## config.mk

```make
export PLATFORM = sky130hd
export DESIGN_NAME = can_crc_engine
export DESIGN_NICKNAME = d
export VERILOG_FILES = /design/src/rtl/can_pkg.sv /design/src/rtl/crc_lfsr_step.sv /design/src/rtl/can_crc_engine.sv
export SDC_FILE = /design/constraint.sdc
export NUM_CORES = 1
export LEC_CHECK = 0
export ABC_AREA = 1
export BUFFER_PORTS_ARGS = -buffer_cell sky130_fd_sc_hd__buf_4
export CORE_ASPECT_RATIO = 1.25
export CORE_MARGIN = 10
export CORE_UTILIZATION = 54
export CTS_BUF_LIST = sky130_fd_sc_hd__clkbuf_4 sky130_fd_sc_hd__clkbuf_8
export CTS_CLUSTER_SIZE = 12
export DETAILED_ROUTE_END_ITERATION = 10
export HOLD_SLACK_MARGIN = 0.05
export MAX_ROUTING_LAYER = met4
export PLACE_DENSITY = 0.81
export SYNTH_ARGS = -nofsm -noshare
export SYNTH_HDL_FRONTEND = slang
export SYNTH_SLANG_ARGS = --single-unit
```

## constraint.sdc

```tcl
create_clock -name clk -period 1.78 [get_ports clk]
set_input_delay 0.356 -clock clk [delete_from_list [all_inputs] [get_ports clk]]
set_output_delay 0.356 -clock clk [all_outputs]
set_load 0.02 [all_outputs]
```

## src/rtl/can_pkg.sv

```systemverilog
`default_nettype none
// ============================================================================
//  Module   : can_pkg
//  Purpose  : Shared constants and types for the CAN / CAN FD CRC engine.
//             Holds the generator polynomials (without the x^W term), the
//             FD seed values and the engine state encoding.
//  Ports    : none (package)
//  Revision : 1.0 - initial release
// ============================================================================
package can_pkg;

  localparam logic [14:0] CRC15_POLY = 15'h4599;
  localparam logic [16:0] CRC17_POLY = 17'h1685B;
  localparam logic [20:0] CRC21_POLY = 21'h102899;

  localparam logic [16:0] CRC17_INIT = 17'h10000;
  localparam logic [20:0] CRC21_INIT = 21'h100000;

  typedef enum logic [1:0] {
    IDLE  = 2'd0,
    CALC  = 2'd1,
    HOLD  = 2'd2,
    SHIFT = 2'd3
  } crc_state_e;

endpackage : can_pkg
`default_nettype wire

```

## src/rtl/crc_lfsr_step.sv

```systemverilog
`default_nettype none
// ============================================================================
//  Module   : crc_lfsr_step
//  Purpose  : Combinational single-bit next state of a Galois CRC register.
//             The input bit is folded with the register MSB; when the result
//             is set, the polynomial is XORed into the left-shifted register.
//  Ports    : crc_i  [W-1:0]  current register contents
//             din_i           serial data bit
//             crc_o  [W-1:0]  register contents after absorbing din_i
//  Revision : 1.0 - initial release
// ============================================================================
module crc_lfsr_step #(
  parameter int           W    = 15,
  parameter logic [W-1:0] POLY = 15'h4599
) (
  input  logic [W-1:0] crc_i,
  input  logic         din_i,
  output logic [W-1:0] crc_o
);

  logic w_fb;

  assign w_fb  = din_i ^ crc_i[W-1];
  assign crc_o = {crc_i[W-2:0], 1'b0} ^ (w_fb ? POLY : {W{1'b0}});

endmodule : crc_lfsr_step
`default_nettype wire

```

## src/rtl/can_crc_engine.sv

```systemverilog
`default_nettype none
// ============================================================================
//  Module   : can_crc_engine
//  Purpose  : Serial CRC engine for the CAN / CAN FD bit path. Accumulates
//             the frame CRC, optionally skipping stuff bits, freezes it at
//             frame end for an RX zero-remainder check, and can serialise it
//             MSB-first for transmission.
//  Ports    : clk, rst        clock, synchronous active-high reset
//             start_i         reseed to INIT and enter CALC (any state)
//             din_i           serial bit at the sample point
//             din_valid_i     one strobe per CAN bit time
//             stuff_bit_i     current strobe is a stuff bit
//             end_frame_i     last CRC-covered bit reached
//             shift_req_i     start serialising the frozen CRC
//             crc_o  [W-1:0]  current register contents
//             crc_valid_o     CRC frozen (HOLD)
//             crc_ok_o        frozen CRC is zero
//             tx_bit_o        CRC MSB while serialising, else 0
//             tx_done_o       one-cycle pulse after the last CRC bit
//             busy_o          in CALC or SHIFT
//  Revision : 1.0 - initial release
// ============================================================================
module can_crc_engine
  import can_pkg::*;
#(
  parameter int           W             = 15,
  parameter logic [W-1:0] POLY          = W'(CRC15_POLY),
  parameter logic [W-1:0] INIT          = {W{1'b0}},
  parameter int           INCLUDE_STUFF = 0
) (
  input  logic         clk,
  input  logic         rst,
  input  logic         start_i,
  input  logic         din_i,
  input  logic         din_valid_i,
  input  logic         stuff_bit_i,
  input  logic         end_frame_i,
  input  logic         shift_req_i,
  output logic [W-1:0] crc_o,
  output logic         crc_valid_o,
  output logic         crc_ok_o,
  output logic         tx_bit_o,
  output logic         tx_done_o,
  output logic         busy_o
);

  // Sized so that W itself is representable; SHIFT exits at W-1 + strobe.
  localparam int CW = $clog2(W + 1);

  crc_state_e    state_q, state_d;
  logic [W-1:0]  crc_q, crc_d;
  logic [CW-1:0] cnt_q, cnt_d;
  logic          tx_done_q, tx_done_d;
  logic [W-1:0]  w_crc_step;
  logic          w_take_bit;

  crc_lfsr_step #(
    .W    (W),
    .POLY (POLY)
  ) u_step (
    .crc_i (crc_q),
    .din_i (din_i),
    .crc_o (w_crc_step)
  );

  assign w_take_bit = din_valid_i && ((INCLUDE_STUFF != 0) || !stuff_bit_i);

  // State and datapath registers
  always_ff @(posedge clk) begin
    if (rst) begin
      state_q   <= IDLE;
      crc_q     <= INIT;
      cnt_q     <= '0;
      tx_done_q <= 1'b0;
    end else begin
      state_q   <= state_d;
      crc_q     <= crc_d;
      cnt_q     <= cnt_d;
      tx_done_q <= tx_done_d;
    end
  end

  // Next-state and datapath update
  always_comb begin
    state_d   = state_q;
    crc_d     = crc_q;
    cnt_d     = cnt_q;
    tx_done_d = 1'b0;
    if (start_i) begin
      state_d = CALC;
      crc_d   = INIT;
      cnt_d   = '0;
    end else begin
      case (state_q)
        IDLE: ;
        CALC: begin
          // A strobe coinciding with end_frame is still absorbed.
          if (w_take_bit) crc_d = w_crc_step;
          if (end_frame_i) state_d = HOLD;
        end
        HOLD: begin
          if (shift_req_i) begin
            state_d = SHIFT;
            cnt_d   = '0;
          end
        end
        SHIFT: begin
          // Stuff bits are inserted by the bit stuffer downstream, so every
          // strobe consumes one CRC bit here.
          if (din_valid_i) begin
            if (cnt_q == CW'(W - 1)) begin
              state_d   = IDLE;
              crc_d     = INIT;
              cnt_d     = '0;
              tx_done_d = 1'b1;
            end else begin
              crc_d = {crc_q[W-2:0], 1'b0};
              cnt_d = cnt_q + 1'b1;
            end
          end
        end
        default: state_d = IDLE;
      endcase
    end
  end

  // Outputs
  always_comb begin
    crc_o       = crc_q;
    crc_valid_o = (state_q == HOLD);
    crc_ok_o    = (state_q == HOLD) && (crc_q == '0);
    tx_bit_o    = (state_q == SHIFT) ? crc_q[W-1] : 1'b0;
    tx_done_o   = tx_done_q;
    busy_o      = (state_q == CALC) || (state_q == SHIFT);
  end

endmodule : can_crc_engine
`default_nettype wire
```

==> results_dict.tcl <==
set metrics [dict create \
    status "completed" \
    netSwitchingPower_w 0.000226 \
    synthArstFlopShare 0 \
    num_vias 1207 \
    power_density_mw_per_mm2 695 \
    ys_ff_latch 22 \
    clkTransAtPathRegs_ps 130 \
    synthDistinctLibCells 23 \
    cts_tree "built" \
    cts_made_buffers 3 \
    htree_levels 1 \
    tightestPinTransition_ps 445 \
    cts-hold-fix-buffers 0 \
    worst_slack_ps 34.3 \
    placed_cell_area_mm2 0.00134 \
    grt_util_all_layers 0.142 \
    sequentialPowerShare 0.514 \
    cp.arrival_ps 1390 \
    synth_most_common_cell "nand2_1" \
    fp-row-count 18 \
    finalSetupTns_ps 0 \
    antenna_left 0 \
    period_share 0.981 \
    wl_per_cell_um 13.3 \
    setup_viol 0 \
    netlist_area_mm2 0.00115 \
    ir_drop_v 0.000609 \
    io_buffer_count 27 \
    critPathCaptureType "primary output" \
    crit_chain "nor2_1 -> nand2_1 -> nor4_2 -> buf_4" \
    rsz0062_at_grt "false" \
    timing.final.hold_violations 0 \
    drv_slew 0 \
    drtIter0Drc 43 \
    syn_inst 173 \
    fmax_mhz 573 \
    synth_flop_cell "dfxtp_1" \
    nets 210 \
    overflow 0 \
    first_global_vias 1165 \
    worst-setup-path-type "reg -> out" \
    yosysWarningCount 0 \
    grt.busiest_layer "met2" \
    cap_violations 0 \
    chipHeight_um 71.6 \
    ff2ff_setup_slack_ps 330 \
    root_buffer "clkbuf_4" \
    n_antenna_cell 0 \
    grt_max_degree 16 \
    place_congestion 0.912 \
    switching_share 0.230 \
    grt_util_met2 0.262 \
    seq_area_frac_synth 0.383 \
    cp-start-kind "flip-flop" \
    dp_hpwl_mm 2.19 \
    layout-drive-gt1-share 0.241 \
    cts_sinks 22 \
    skew_ps 9.68 \
    syn_nets 183 \
    period_needed_ps 1750 \
    cellLeakagePower_nw 0.612 \
    cp.required_ps 1420 \
    use_met1 0.143 \
    power.internal_w 0.000758 \
    synth_top_area_share 0.383 \
    cts_buffer_depth 2 \
    dp_slack_ps 310 \
    viasPerCell 5.51 \
    holdWs_ps 188 \
    yosys-top-cells-area "dfxtp_1 (38%), nand2_1 (16%), nor2_1 (11%), nand3_1 (6.5%), a21oi_1 (5.2%)" \
    insertion_delay_ps 320 \
    antenna_found_initial 0 \
    start_util 0.574 \
    final_area_mm2 0.00142 \
    power_frac_comb 0.088 \
    syn_area_per_cell_um2 6.65 \
    totalWireLength_mm 2.91 \
    crit_fanout 5 \
    slowest_delay_ps 370 \
    synthToLayoutAreaGrowth_pct 22.9 \
    cp_slowest_cell "dfxtp_2" \
    yosysTopAreaCell "dfxtp_1" \
    p_clk_frac 0.397 \
    first_pass_iters 4 \
    core_mm2 0.00200 \
    p_total_w 0.000984 \
    synthTopCellsByCount "nand2_1 (48), nor2_1 (33), dfxtp_1 (22)" \
    dieArea_mm2 0.00439 \
    grt_pass1_wl_mm 4.89 \
    synth_edf_count 0 \
    drcViolationCount 0 \
    worstHoldPathType "in -> reg" \
    slew_headroom 0.703 \
    boundaryPins 28 \
    met3_usage 0.0247 \
    die_w_um 61.3 \
]
-- worst paths after layout --
path | from | to | cells past startpoint
setup reg to reg | cnt_q[0]$_SDFFE_PP0P_ | crc_o[12]$_SDFFE_PP0P_ | 7
hold reg to reg | crc_o[8]$_SDFFE_PP0P_ | crc_o[9]$_SDFFE_PP0P_ | 2
hold / removal | rst | state_q[0]$_SDFFE_PP0P_ | 2
setup / recovery | crc_o[6]$_SDFFE_PP0P_ | crc_ok_o | 4
-- cells in the final DEF, fill, tap and decap left out, types with 2 or more instances in the layout --
| master | n |
|---|---|
| nand2_1 | 47 |
| nor2_1 | 32 |
| buf_4 | 27 |
| inv_1 | 15 |
| nand3_1 | 15 |
| dfxtp_1 | 15 |
| a21oi_1 | 12 |
| o21ai_0 | 8 |
| dfxtp_2 | 6 |
| clkbuf_4 | 3 |
| inv_4 | 2 |
| nor2_4 | 2 |
| nand2_2 | 2 |
| nor3_1 | 2 |
| ha_1 | 2 |
-- critical path: cells and delay by family (launching register included) --
kind,cells,cell delay [ps]
flip-flops,1,370
buffers and inverters,1,200
AND/OR/NAND/NOR,3,500
-- power groups by stage --
stage,clock network (W),registers [W],logic (W)
after global placement,0,0.000516,0.0000846
after CTS,0.000395,0.000506,0.0000866
after floorplan,0,0.000515,0.0000619
after detailed placement,0,0.000516,0.0000857
final,0.000391,0.000506,0.0000867
after global routing,0.000421,0.000508,0.0000971
-- area by class of cell --
cell class              count  area [µm²]
clock inverters             1        30.0
fillers                   167         589
flip-flops and latches     22         452
inverters                  17        68.8
multi-input cells         129         614
well taps                  20        25.0
clock buffers               3        22.5
repair buffers             27         203
-- per-layer routing --
layer / up-vias / part of all wire
met3: 5 / 0.044
li1: 596 / -
met4: 0 / 0.012
met1: 569 / 0.40
met2: 37 / 0.54
met5: - / 0
-- logic make-up after synthesis --
logic type	after synthesis	synth area share
adder cells (fa/ha/maj)	2	0.0217
XOR/XNOR	1	0.00761
buffers and inverters	22	0.0978
AND/OR/NAND/NOR	104	0.383
AO/OA/AOI/OAI	22	0.108
flip-flops	22	0.383
-- registers in the layout, summed over array words and instances, names as in the netlist --
signal / count
state_q: 2
tx_done_o: 1
crc_o: 15
cnt_q: 4
-- repair_timing --
item	in CTS	in global routing
buffers inserted	0	0
endpoints found under the setup margin	2	2
gates resized for setup	3	9
-- through the flow --
| stage | utilization | cells |
|---|---|---|
| global placement | 0.668 | 215 |
| CTS | 0.697 | 219 |
| detailed placement | 0.668 | 215 |
| finish | 0.706 | 219 |
| global route | 0.706 | 219 |
| floorplan | - | 173 |
Note: power is estimated with default switching activity, not from simulation.
